==> config.mk <==
export PLATFORM = sky130hd
export DESIGN_NAME = mwc_trace_fifo
export DESIGN_NICKNAME = d
export VERILOG_FILES = /design/src/rtl/mem_write_checker_trace_fifo.sv
export SDC_FILE = /design/constraint.sdc
export NUM_CORES = 1
export LEC_CHECK = 0
export CAP_MARGIN = 20
export CORE_ASPECT_RATIO = 1.2
export CORE_MARGIN = 2
export CORE_UTILIZATION = 40
export DETAILED_ROUTE_END_ITERATION = 16
export GPL_TIMING_DRIVEN = 0
export PLACE_DENSITY = 0.56
export SLEW_MARGIN = 10
export SYNTH_ARGS = -nofsm -noshare
export SYNTH_HDL_FRONTEND = slang
export SYNTH_SLANG_ARGS = --single-unit
==> constraint.sdc <==
create_clock -name clk -period 14.7 [get_ports clk]
set_input_delay 3.675 -clock clk [delete_from_list [all_inputs] [get_ports clk]]
set_output_delay 3.675 -clock clk [all_outputs]
set_load 0.02 [all_outputs]
==> src/rtl/mem_write_checker_trace_fifo.sv <==
// mwc_trace_fifo: small synchronous FIFO with wrap-bit pointers, first-word-fall-through head
// and a sticky overflow flag for pushes dropped while full.
module mwc_trace_fifo #(
    parameter int DEPTH = 8,
    parameter int W     = 64
) (
    input  logic         clk,
    input  logic         reset,
    input  logic         push,
    input  logic         pop,
    input  logic [W-1:0] din,
    output logic         empty,
    output logic [W-1:0] dout,
    output logic         ovf
);

    localparam int AW = $clog2(DEPTH);

    logic [AW:0]  wrPtr;
    logic [AW:0]  rdPtr;
    logic [W-1:0] mem [DEPTH];
    logic         full;
    logic         doPush;
    logic         doPop;

    assign empty = (wrPtr == rdPtr);
    assign full  = (wrPtr[AW-1:0] == rdPtr[AW-1:0]) && (wrPtr[AW] != rdPtr[AW]);
    assign doPop = pop && !empty;
    // A pop on the same edge frees the slot, so a full FIFO may still accept the push.
    assign doPush = push && (!full || doPop);
    assign dout   = mem[rdPtr[AW-1:0]];

    always_ff @(posedge clk or posedge reset) begin
        if (reset) begin
            wrPtr <= '0;
            rdPtr <= '0;
            ovf   <= 1'b0;
        end else begin
            if (doPush) begin
                wrPtr <= wrPtr + 1'b1;
            end
            if (doPop) begin
                rdPtr <= rdPtr + 1'b1;
            end
            if (push && !doPush) begin
                ovf <= 1'b1;
            end
        end
    end

    always_ff @(posedge clk) begin
        if (doPush) begin
            mem[wrPtr[AW-1:0]] <= din;
        end
    end

endmodule

==> results of run 1 <==
==> routing by layer <==
layer / vias to the layer above / track usage / wire length [um]
li1: 3910 / - / -
met1: 4747 / 0.213 / 17300
met2: 155 / 0.289 / 21300
met3: 60 / 0.0406 / 1940
met4: 4 / 0.0378 / 685
met5: - / 0 / 27
==> registers in the layout, indices dropped and copies added, names as in the netlist <==
| register | count |
|---|---|
| wrPtr | 4 |
| rdPtr | 4 |
| ovf | 1 |
| mem | 512 |
==> cells in the final DEF, fill, tap and decap left out, drive strengths merged, types with 6 or more instances in the layout <==
master and n:
dfrtp 9, nor2 7, buf 83, xnor2 8, bufinv 6, clkdlybuf4s50 132, edfxtp 512, clkbuf 78
clkinv 23, mux4 128, mux2 66
==> Yosys cell counts, drive strengths merged (2+ instances only) <==
master | n | share of area
ha | 2 | 0.0013
mux2 | 66 | 0.038
buf | 26 | 0.0099
nor2 | 7 | 0.0013
nand2b | 2 | 0.00063
dfrtp | 9 | 0.011
clkbuf | 15 | 0.0028
nand4 | 2 | 0.00063
edfxtp | 512 | 0.78
o311ai | 4 | 0.0018
xnor2 | 8 | 0.0035
nor3 | 4 | 0.0013
inv | 3 | 0.00057
nand2 | 5 | 0.00095
mux4 | 128 | 0.15
==> worst paths after layout <==
check	cells past startpoint	endpoint	from
setup / recovery	6	dout[35]	rdPtr[1]
hold / removal	1	ovf	ovf
setup reg to reg	12	mem[0][44]	rdPtr[0]
hold reg to reg	1	ovf	ovf
max in group asynchronous	2	rdPtr[2]	reset
min in group asynchronous	2	wrPtr[3]	reset
==> where the power goes <==
| part | switching (mW) | internal [mW] | leakage (nW) |
|---|---|---|---|
| combinational | 0.919 | 0.899 | 2.22 |
| clock | 0.530 | 0.759 | 0.820 |
| sequential | 0.0451 | 1.86 | 4.75 |
| total | 1.49 | 3.52 | 7.79 |
==> area by class of cell <==
class | instances | area share
antenna | 1 | 0.000103
buffer | 41 | 0.0104
clock buffer | 63 | 0.0560
clock inverter | 30 | 0.0119
inverter | 3 | 0.000463
multi-input combinational | 236 | 0.163
sequential | 521 | 0.642
tap | 637 | 0.0328
timing repair buffer | 189 | 0.0836
==> kinds of logic after synthesis <==
group | count (synthesis) | synth area share
flip-flops | 521 | 0.789
multiplexers | 194 | 0.183
buffers and inverters | 44 | 0.0134
AND/OR/NAND/NOR | 23 | 0.00576
XOR/XNOR | 9 | 0.00399
AO/OA/AOI/OAI | 8 | 0.00316
adder cells (fa/ha/maj) | 2 | 0.00127
==> through the flow <==
stage | hold WS, ps | instance area [sq um]
6_report | 460 | 24300
5_1_grt | 476 | 24300
4_1_cts | 464 | 24300
3_5_place_dp | 450 | 22600
3_3_place_gp | 446 | 21900
2_1_floorplan | 522 | 19800
==> results.md, run 1 <==
* Initial antenna violation count at 2
* TritonCTS Buffers at 50
* Critical Path AT at between 3000 and 4000 ps
* Non-filler cells, final at 1721
* Post-DP HPWL at ~27 mm
* Period utilization at 0.481
* CP delay by family, top: buffers and inverters
* Clk_lat worst skew at 580 ps
* Critical path type: flip-flop to output port
* Worst hold path type: flip-flop to flip-flop
* Pre-antenna DRT Iters at 7
* Critical path cell sequence: buf_2 > buf_2 > buf_1 > mux4_2 > mux2_2 > clkdlybuf4s50_1
* Final Skew at approximately 20 ps
* Buffer and inverter count on the worst path at 4
* Final setup violation count at 0
* Unique masters post-synth at 28
* Seq/Total Area, Yosys at 0.789
* Total negative slack at 0 ps
* Post-DRT Antenna Nets at 0
* Post-CTS setup buffers at 0
* Placed Cells at around 1.6k
* Area delta synth->final at 22.9%
* H-tree depth at 2
* Clock Path Buffers at 3
* Register Area at 0.0156 sq mm
* Via count at 8876
* Row count at a little under 90
* Slowest stage cell, crit path: buf_1
* Max VDD drop at 150 uV
* Vias in the first global route at a little under 10k
* Hold Buf Count CTS at 0
* Footprint of the multi-input gates at 0.00396 sq mm
* I/O Buffers at 132
* Setup WS pre-CTS at 8090 ps
* CP Launch Type: flip-flop
* Endpoint class of the critical path: output port
* Clock Sinks at 521
* WL per Instance at 24.0 um
* Clk root buf: clkbuf_16
* Post_cts resized at 0
* Final Max Slew Viols at 0
* CTS tree: yes
* Top_reg_cell synth: edfxtp_1
* Clock-pin slew on the worst setup and hold paths at around 60 ps
* Routability-driven placement congestion ratio at 0.691
* DR iter-0 viols at 533
* PD cells at 206 mW/mm^2
* Starting Density at 0.403
* Worst Path Required at 11020 ps
* Ys async rst share at 0.0173
* Setup slack after layout at 7640 ps
* Total Wirelength at around 41 mm
* Fin nets at 1112
* Hold Vio Cnt, Final at 0
* Filler cells at ~4k
* Ys Warns at 0
* Total power at 5.02 mW
* Max-Cap Viols at 0
* Grt ovf at 0
* Chip Height at 248 um
* Post-Synthesis Cells at 801
* Mean Syn Cell Area at 24.7 sq um
* Syn_nets at approximately 870
* Reg-to-reg setup timing slack at 11390 ps
* First-pass GRT wire length at slightly above 60 mm
* Post-synth EDFFs at between 500 and 600
* Worst slew pin tran at 920 ps
* Final core area utilization at 0.496
* Final min period at slightly above 7000 ps
* Core area at 0.0490 sq mm
* Pleak at 7.79 nW
* Chip width at between 200 and 250 um
* Largest net degree at the start of global routing at 23
* Cell mode on critical path: buf_2
* Total GRT Usage at 0.167
* Slowest stage delay, CP at 670 ps
* I/O Pins at 134
* Run status: completed
* RSZ-0062 raised after global routing: false
* Max Freq at 0.142 GHz
* Synth Cell Area at just under 0.02 sq mm
* Drt drc at 0
* Synth Register Bits at 521
* Share of post-route cells with drive strength above 1 at 0.330
* Relative slew slack at 0.384
* Die area at 0.0512 sq mm
* CP Max Fanout at 10
* Vias per cell at 5.16
Power figures use the tool's default switching activity.
==> run 2, diff against run 1 <==
Clock period 14.7 ns to 6.6 ns, I/O delays scaled along.
==> run 2 against run 1 <==
Power is 120% higher. Combinational power is 120% higher. Die area unchanged. Cell area down 0.53%. Setup slack got worse by 6100 ps. Core utilization shrank 0.26 points. Worst hold slack got worse by 4.2 ps. Clock skew shrank 11 ps. Final cell count decreased by 1.0%. Clock-buffer cell count rose by 6. Non-clock buffer count fell by 13. Sequential power increased by 120%.
==> results.md, run 2 (synthesized netlist as in run 1, its figures left out) <==
* Run status: completed
* Max Freq at 0.196 GHz
* PD cells at 456 mW/mm^2 (+120%)
* CP Max Fanout at 10 (unchanged)
* Area delta synth->final at 22.3%
* First-pass GRT wire length at 61.8 mm (+0.61%)
* Reg power frac at 0.386 (+0.005)
* Chip width at 207 um (unchanged)
* CP Launch Type: flip-flop
* TritonCTS Buffers at 51 (+2.0%)
* Pre-antenna DRT Iters at 4 (-3)
* Clock power frac at 0.244 (-0.013)
* H-tree depth at 2 (unchanged)
* Max reg flops at 512 (unchanged)
* Placed Cells at 1614 (-0.74%)
* Worst hold path type: flip-flop to flip-flop
* Period utilization at 0.774
* Hold Buf Count CTS at 0 (unchanged)
* Setup WS pre-CTS at 2030 ps (-6060 ps)
* Row count at 89 (unchanged)
* Worst setup startpoint: rdPtr[1]
* Vias in the first global route at 9585 (-1.4%)
* Combinational power share at 0.370 (+0.007)
* Crit path capture: dout[44]
* Worst slew pin tran at 859 ps (-61.0 ps)
* Critical Path AT at 3460 ps (+70 ps)
* Cell mode on critical path: buf_2
* Total GRT Usage at 0.167 (+0.000600)
* Slowest stage delay, CP at 650 ps (-20 ps)
* Vias per cell at 5.18 (+0.43%)
* Worst Path Required at 4950 ps (-6070 ps)
* Initial antenna violation count at 3 (+1)
* Endpoint class of the critical path: output port
* Pleak at 7.67 nW (-1.5%)
* Grt ovf at 0 (unchanged)
* Critical path cell sequence: buf_2 > buf_2 > clkbuf_1 > mux4_2 > mux2_2 > clkdlybuf4s50_1
* Worst r2r path cells at 10 (-2)
* Total power at 11.0 mW (+120%)
* Share of post-route cells with drive strength above 1 at 0.310 (-0.0201)
* Clk_lat worst skew at 580 ps (about the same)
* Die area at 0.0512 sq mm (unchanged)
* Post-DRT Antenna Nets at 0 (unchanged)
* Max VDD drop at 337 uV (+130%)
* RSZ-0062 raised after global routing: false
* Switching share of total power at 0.302 (+0.00378)
* Routability-driven placement congestion ratio at 0.688 (-0.48%)
* Post-DP HPWL at 27.7 mm (+2.8%)
* Buffer and inverter count on the worst path at 4 (unchanged)
* Critical path type: flip-flop to output port
* Chip Height at 248 um (unchanged)
* Largest net degree at the start of global routing at 23 (unchanged)
* Final Max Slew Viols at 0 (unchanged)
* Most frequent cells in the layout: edfxtp_1 (512), clkdlybuf4s50_1 (132), mux4_2 (128), mux2_2 (65), clkbuf_16 (53)
* Clk root buf: clkbuf_16
* Via count at 8821 (-0.62%)
* WL per Instance at 24.4 um (+1.7%)
* Clock-pin slew on the worst setup and hold paths at 60 ps (about the same)
* R2r endpoint: mem[3][17]
* CP Depth at 6 (unchanged)
* Drt drc at 0 (unchanged)
* Relative slew slack at 0.428 (+0.0440)
* I/O Buffers at 132 (unchanged)
* I/O Pins at 134 (unchanged)
* Slowest stage cell, crit path: clkbuf_1
* Setup slack after layout at 1490 ps (-6140 ps)
* Clock Path Buffers at 3 (unchanged)
* Non-filler cells, final at 1703 (-1.0%)
* RR Startpoint: rdPtr[0]
* DR iter-0 viols at 541 (+1.5%)
* Post_cts resized at 0 (unchanged)
* Final min period at ~5100 ps
* Switching pwr at 3.32 mW (+120%)
* Reg-to-reg setup timing slack at 3430 ps (-7960 ps)
* Post-CTS setup buffers at 0 (unchanged)
* Final Skew at 9.29 ps (-10.7 ps)
* CP delay by family, top: buffers and inverters
* Final setup violation count at 0 (unchanged)
* # diodes at 0 (-1)
* Clock Sinks at 521 (unchanged)
* Max-Cap Viols at 0 (unchanged)
* Internal at 7.70 mW (+120%)
* Fin nets at 1100 (-1.1%)
* Total negative slack at 0 ps (unchanged)
* Total Wirelength at 41.5 mm (+0.60%)
* Commonest non-fill, non-tap cell in the layout: edfxtp_1
* Core area at 0.0490 sq mm (unchanged)
* Hold Vio Cnt, Final at 0 (unchanged)
* Starting Density at 0.403 (unchanged)
* CTS tree: yes
[run 2: cell count changes in the layout (fill, tap and decap cells not counted), sizes merged]
cell / change
buf: -13
clkbuf: +6
clkinv: -5
bufinv: -4
diode: -1
inv: -1
[run 2: worst min-delay path by stage]
stage,start,endpoint,cells past startpoint
6_report,ovf,ovf,1
2_1_floorplan,wrPtr[2],wrPtr[2],1
3_5_place_dp,ovf,ovf,1
4_1_cts,ovf,ovf,1
3_3_place_gp,ovf,ovf,1
5_1_grt,ovf,ovf,1
[run 2: power by group through the flow]
| stage | clock (mW) | combinational, mW | sequential, mW |
|---|---|---|---|
| after floorplan | 0 | 2.47 | 4.35 |
| after global placement | 0 | 3.98 | 4.43 |
| after detailed placement | 0 | 4.21 | 4.33 |
| after CTS | 2.75 | 4.23 | 4.26 |
| after global routing | 2.87 | 4.39 | 4.29 |
| final | 2.68 | 4.08 | 4.26 |
[run 2: cell type report]
type                            instances  area [sq um]
Fill cell                            3992         24800
Sequential cell                       521         15600
Multi-Input combinational cell        236          3970
Timing Repair Buffer                  176          2020
Clock buffer                           69          1390
Tap cell                              637           797
Buffer                                 41           253
Clock inverter                         20           134
Inverter                                3          11.3
[run 2: worst reg2reg max path: stages (launching register included)]
cell and delay, ps:
dfrtp_1 340, clkbuf_1 380, xnor2_1 110, nand3_1 110, buf_2 220, o311ai_1 230
buf_2 240, nor2_4 540, buf_16 250, buf_12 220, buf_16 200
[run 2: routing by layer]
layer	vias up	track usage	part of all wire
li1	3894	-	-
met1	4688	0.208	0.40
met2	169	0.295	0.53
met3	64	0.0379	0.050
met4	6	0.0451	0.019
met5	-	0	0.00099
[run 2: through the flow]
stage / util / hold WS (ps) / cell area [sq um]
global route: 0.493 / 488 / 24200
detailed placement: 0.462 / 447 / 22700
floorplan: - / 522 / 19800
CTS: 0.493 / 461 / 24200
global placement: 0.447 / 443 / 21900
finish: 0.493 / 456 / 24200
==> run 3, diff against run 2 <==
Settings changed: PLACE_DENSITY 0.56 to 0.58.
Clock period 6.6 ns to 4.2 ns, I/O delays scaled along.
==> run 3 against run 2 <==
Sequential share of layout area is essentially flat. Via count shrank 0.24%. Setup slack lost 1400 ps. Critical endpoint unchanged. Highest routed layer unchanged.
==> results.md, run 3 (synthesized netlist as in run 1, its figures left out) <==
* Final Skew at 15.2 ps (+5.91 ps)
* Period utilization at 0.977
* Worst slew pin tran at 874 ps (+15.7 ps)
* Post-DP Area at 0.0226 sq mm (-0.20%)
* Internal at 12.1 mW (+57%)
* Combinational power share at 0.369 (about the same)
* Max VDD drop at 487 uV (+45%)
* Area delta synth->final at 22.2% (about the same)
* Run status: completed
* Row count at 89 (unchanged)
* Share of post-route cells with drive strength above 1 at 0.314 (+0.00488)
* Switching share of total power at 0.302 (+0.000398)
* Worst hold path type: flip-flop to flip-flop
* Hold_sp: ovf
* Core area at 0.0490 sq mm (unchanged)
* Clock Path Buffers at 3 (unchanged)
* WL per Instance at 24.4 um (-0.13%)
* Clk root buf: clkbuf_16
* Clock-pin slew on the worst setup and hold paths at 70 ps (about the same)
* I/O Pins at 134 (unchanged)
* Max reg flops at 512 (unchanged)
* H-tree depth at 2 (unchanged)
* RR Startpoint: wrPtr[0]
* Hold Buf Count CTS at 0 (unchanged)
* Clock power frac at 0.244 (about the same)
* Most frequent cells in the layout: edfxtp_1 (512), clkdlybuf4s50_1 (132), mux4_2 (128), mux2_2 (65), clkbuf_16 (53)
* Final core area utilization at 0.493 (about the same)
* Chip Height at 248 um (unchanged)
* Chip width at 207 um (unchanged)
* Total negative slack at 0 ps (unchanged)
* Total GRT Usage at 0.166 (-0.00143)
* Vias per cell at 5.19 (+0.17%)
* CP Launch Type: flip-flop
* Max Freq at roughly 0.24 GHz
* Routability-driven placement congestion ratio at 0.660 (-4.0%)
* Design Area, Final at 0.0242 sq mm (about the same)
* PD cells at 717 mW/mm^2 (+57%)
* Hold Vio Cnt, Final at 0 (unchanged)
* CP Max Fanout at 10 (unchanged)
* Pleak at 7.65 nW (-0.27%)
* CTS tree: yes
* Total Wirelength at 41.3 mm (-0.54%)
* Slowest stage delay, CP at 660 ps (about the same)
* Reg power frac at 0.387 (about the same)
* I/O Buffers at 132 (unchanged)
* Clock Sinks at 521 (unchanged)
* # diodes at 0 (unchanged)
* Commonest non-fill, non-tap cell in the layout: edfxtp_1
* Critical path type: flip-flop to output port
* Final Max Slew Viols at 0 (unchanged)
* Pre-antenna DRT Iters at 5 (+1)
* Post-DRT Antenna Nets at 0 (unchanged)
* First-pass GRT wire length at 61.3 mm (-0.82%)
* TritonCTS Buffers at 51 (unchanged)
* Max-Cap Viols at 0 (unchanged)
* Vias in the first global route at 9511 (-0.77%)
* Final min period at between 4000 and 5000 ps
* DR iter-0 viols at 515 (-4.8%)
* Starting Density at 0.403 (unchanged)
* Switching pwr at 5.23 mW (+57%)
* Via count at 8800 (-0.24%)
* Largest net degree at the start of global routing at 23 (unchanged)
* Fin nets at 1091 (-0.82%)
* Critical path cell sequence: buf_2 > buf_1 > mux2_2 > clkdlybuf4s50_1
* Drt drc at 0 (unchanged)
* Critical Path AT at 3050 ps (-410 ps)
* Filler cells at 4013 (+0.53%)
* Worst setup startpoint: rdPtr[2]
* Final setup violation count at 0 (unchanged)
* Slowest stage cell, crit path: buf_1
* RSZ-0062 raised after global routing: false
* Die area at 0.0512 sq mm (unchanged)
* Total power at 17.3 mW (+57%)
* Relative slew slack at 0.417 (-0.0104)
* Grt ovf at 0 (unchanged)
* Post-CTS setup buffers at 0 (unchanged)
* Clk_lat worst skew at 560 ps (-20 ps)
* Worst Path Required at 3150 ps (-1800 ps)
* Post-DP HPWL at 26.7 mm (-3.6%)
* Endpoint class of the critical path: output port
* Initial antenna violation count at 2 (-1)
## run 3: cell types whose count changed in the layout (fill, tap and decap cells not counted), sizes merged
cell      previous run  this run
buf                 70        63
clkbuf              84        78
clkinv              18        23
clkinvlp             0         1
## run 3: area by class of cell
cell class	instances	area (sq um)	share of cell area
flip-flops and latches	521	15600	0.646
multi-input cells	236	3990	0.165
repair buffers	168	1960	0.0812
clock buffers	65	1370	0.0568
well taps	637	797	0.0330
plain buffers	40	269	0.0111
clock inverters	26	161	0.00668
inverters	3	11.3	0.000466
## run 3: worst max-delay path: cells and delay by family (launching register included)
| kind | cells | cell delay, ps |
|---|---|---|
| DFF | 1 | 410 |
| buffers and inverters | 3 | 1660 |
| muxes | 1 | 410 |
## run 3: worst paths after layout
check,to,slack (ps),depth (start not counted)
worst max-delay path,dout[44],100,4
worst min-delay path,ovf,460,1
worst max register to register,mem[0][10],1280,10
worst min register to register,ovf,460,1
max in group asynchronous,rdPtr[0],3140,2
min in group asynchronous,wrPtr[3],760,2
## run 3: per-layer routing
layer / part of all wire / vias up / track usage
met1: 0.43 / 4680 / 0.223
met5: 0.00065 / - / 0
li1: - / 3876 / -
met2: 0.51 / 190 / 0.283
met4: 0.016 / 4 / 0.0384
met3: 0.045 / 50 / 0.0298
## run 3: metrics by stage
step | worst slack, ps | hold slack (ps) | instances
2_1_floorplan | -525 | 522 | 801
4_1_cts | 2.95 | 462 | 1696
5_1_grt | 4.34 | 477 | 1696
3_3_place_gp | -3930 | 442 | 1570
3_5_place_dp | 144 | 447 | 1606
6_report | 97.8 | 457 | 1696
## run 3: repair_timing
item                       CTS  global route
resized for setup           10             7
hold endpoints to repair     0             0
setup endpoints to repair   64             8
## run 3: power by group through the flow
| stage | Clock [mW] | Sequential [mW] | Combinational [mW] |
|---|---|---|---|
| after floorplan | 0 | 6.81 | 3.89 |
| after global placement | 0 | 6.91 | 6.25 |
| after detailed placement | 0 | 6.80 | 6.58 |
| after CTS | 4.33 | 6.71 | 6.60 |
| after global routing | 4.53 | 6.76 | 6.84 |
| final | 4.23 | 6.70 | 6.39 |
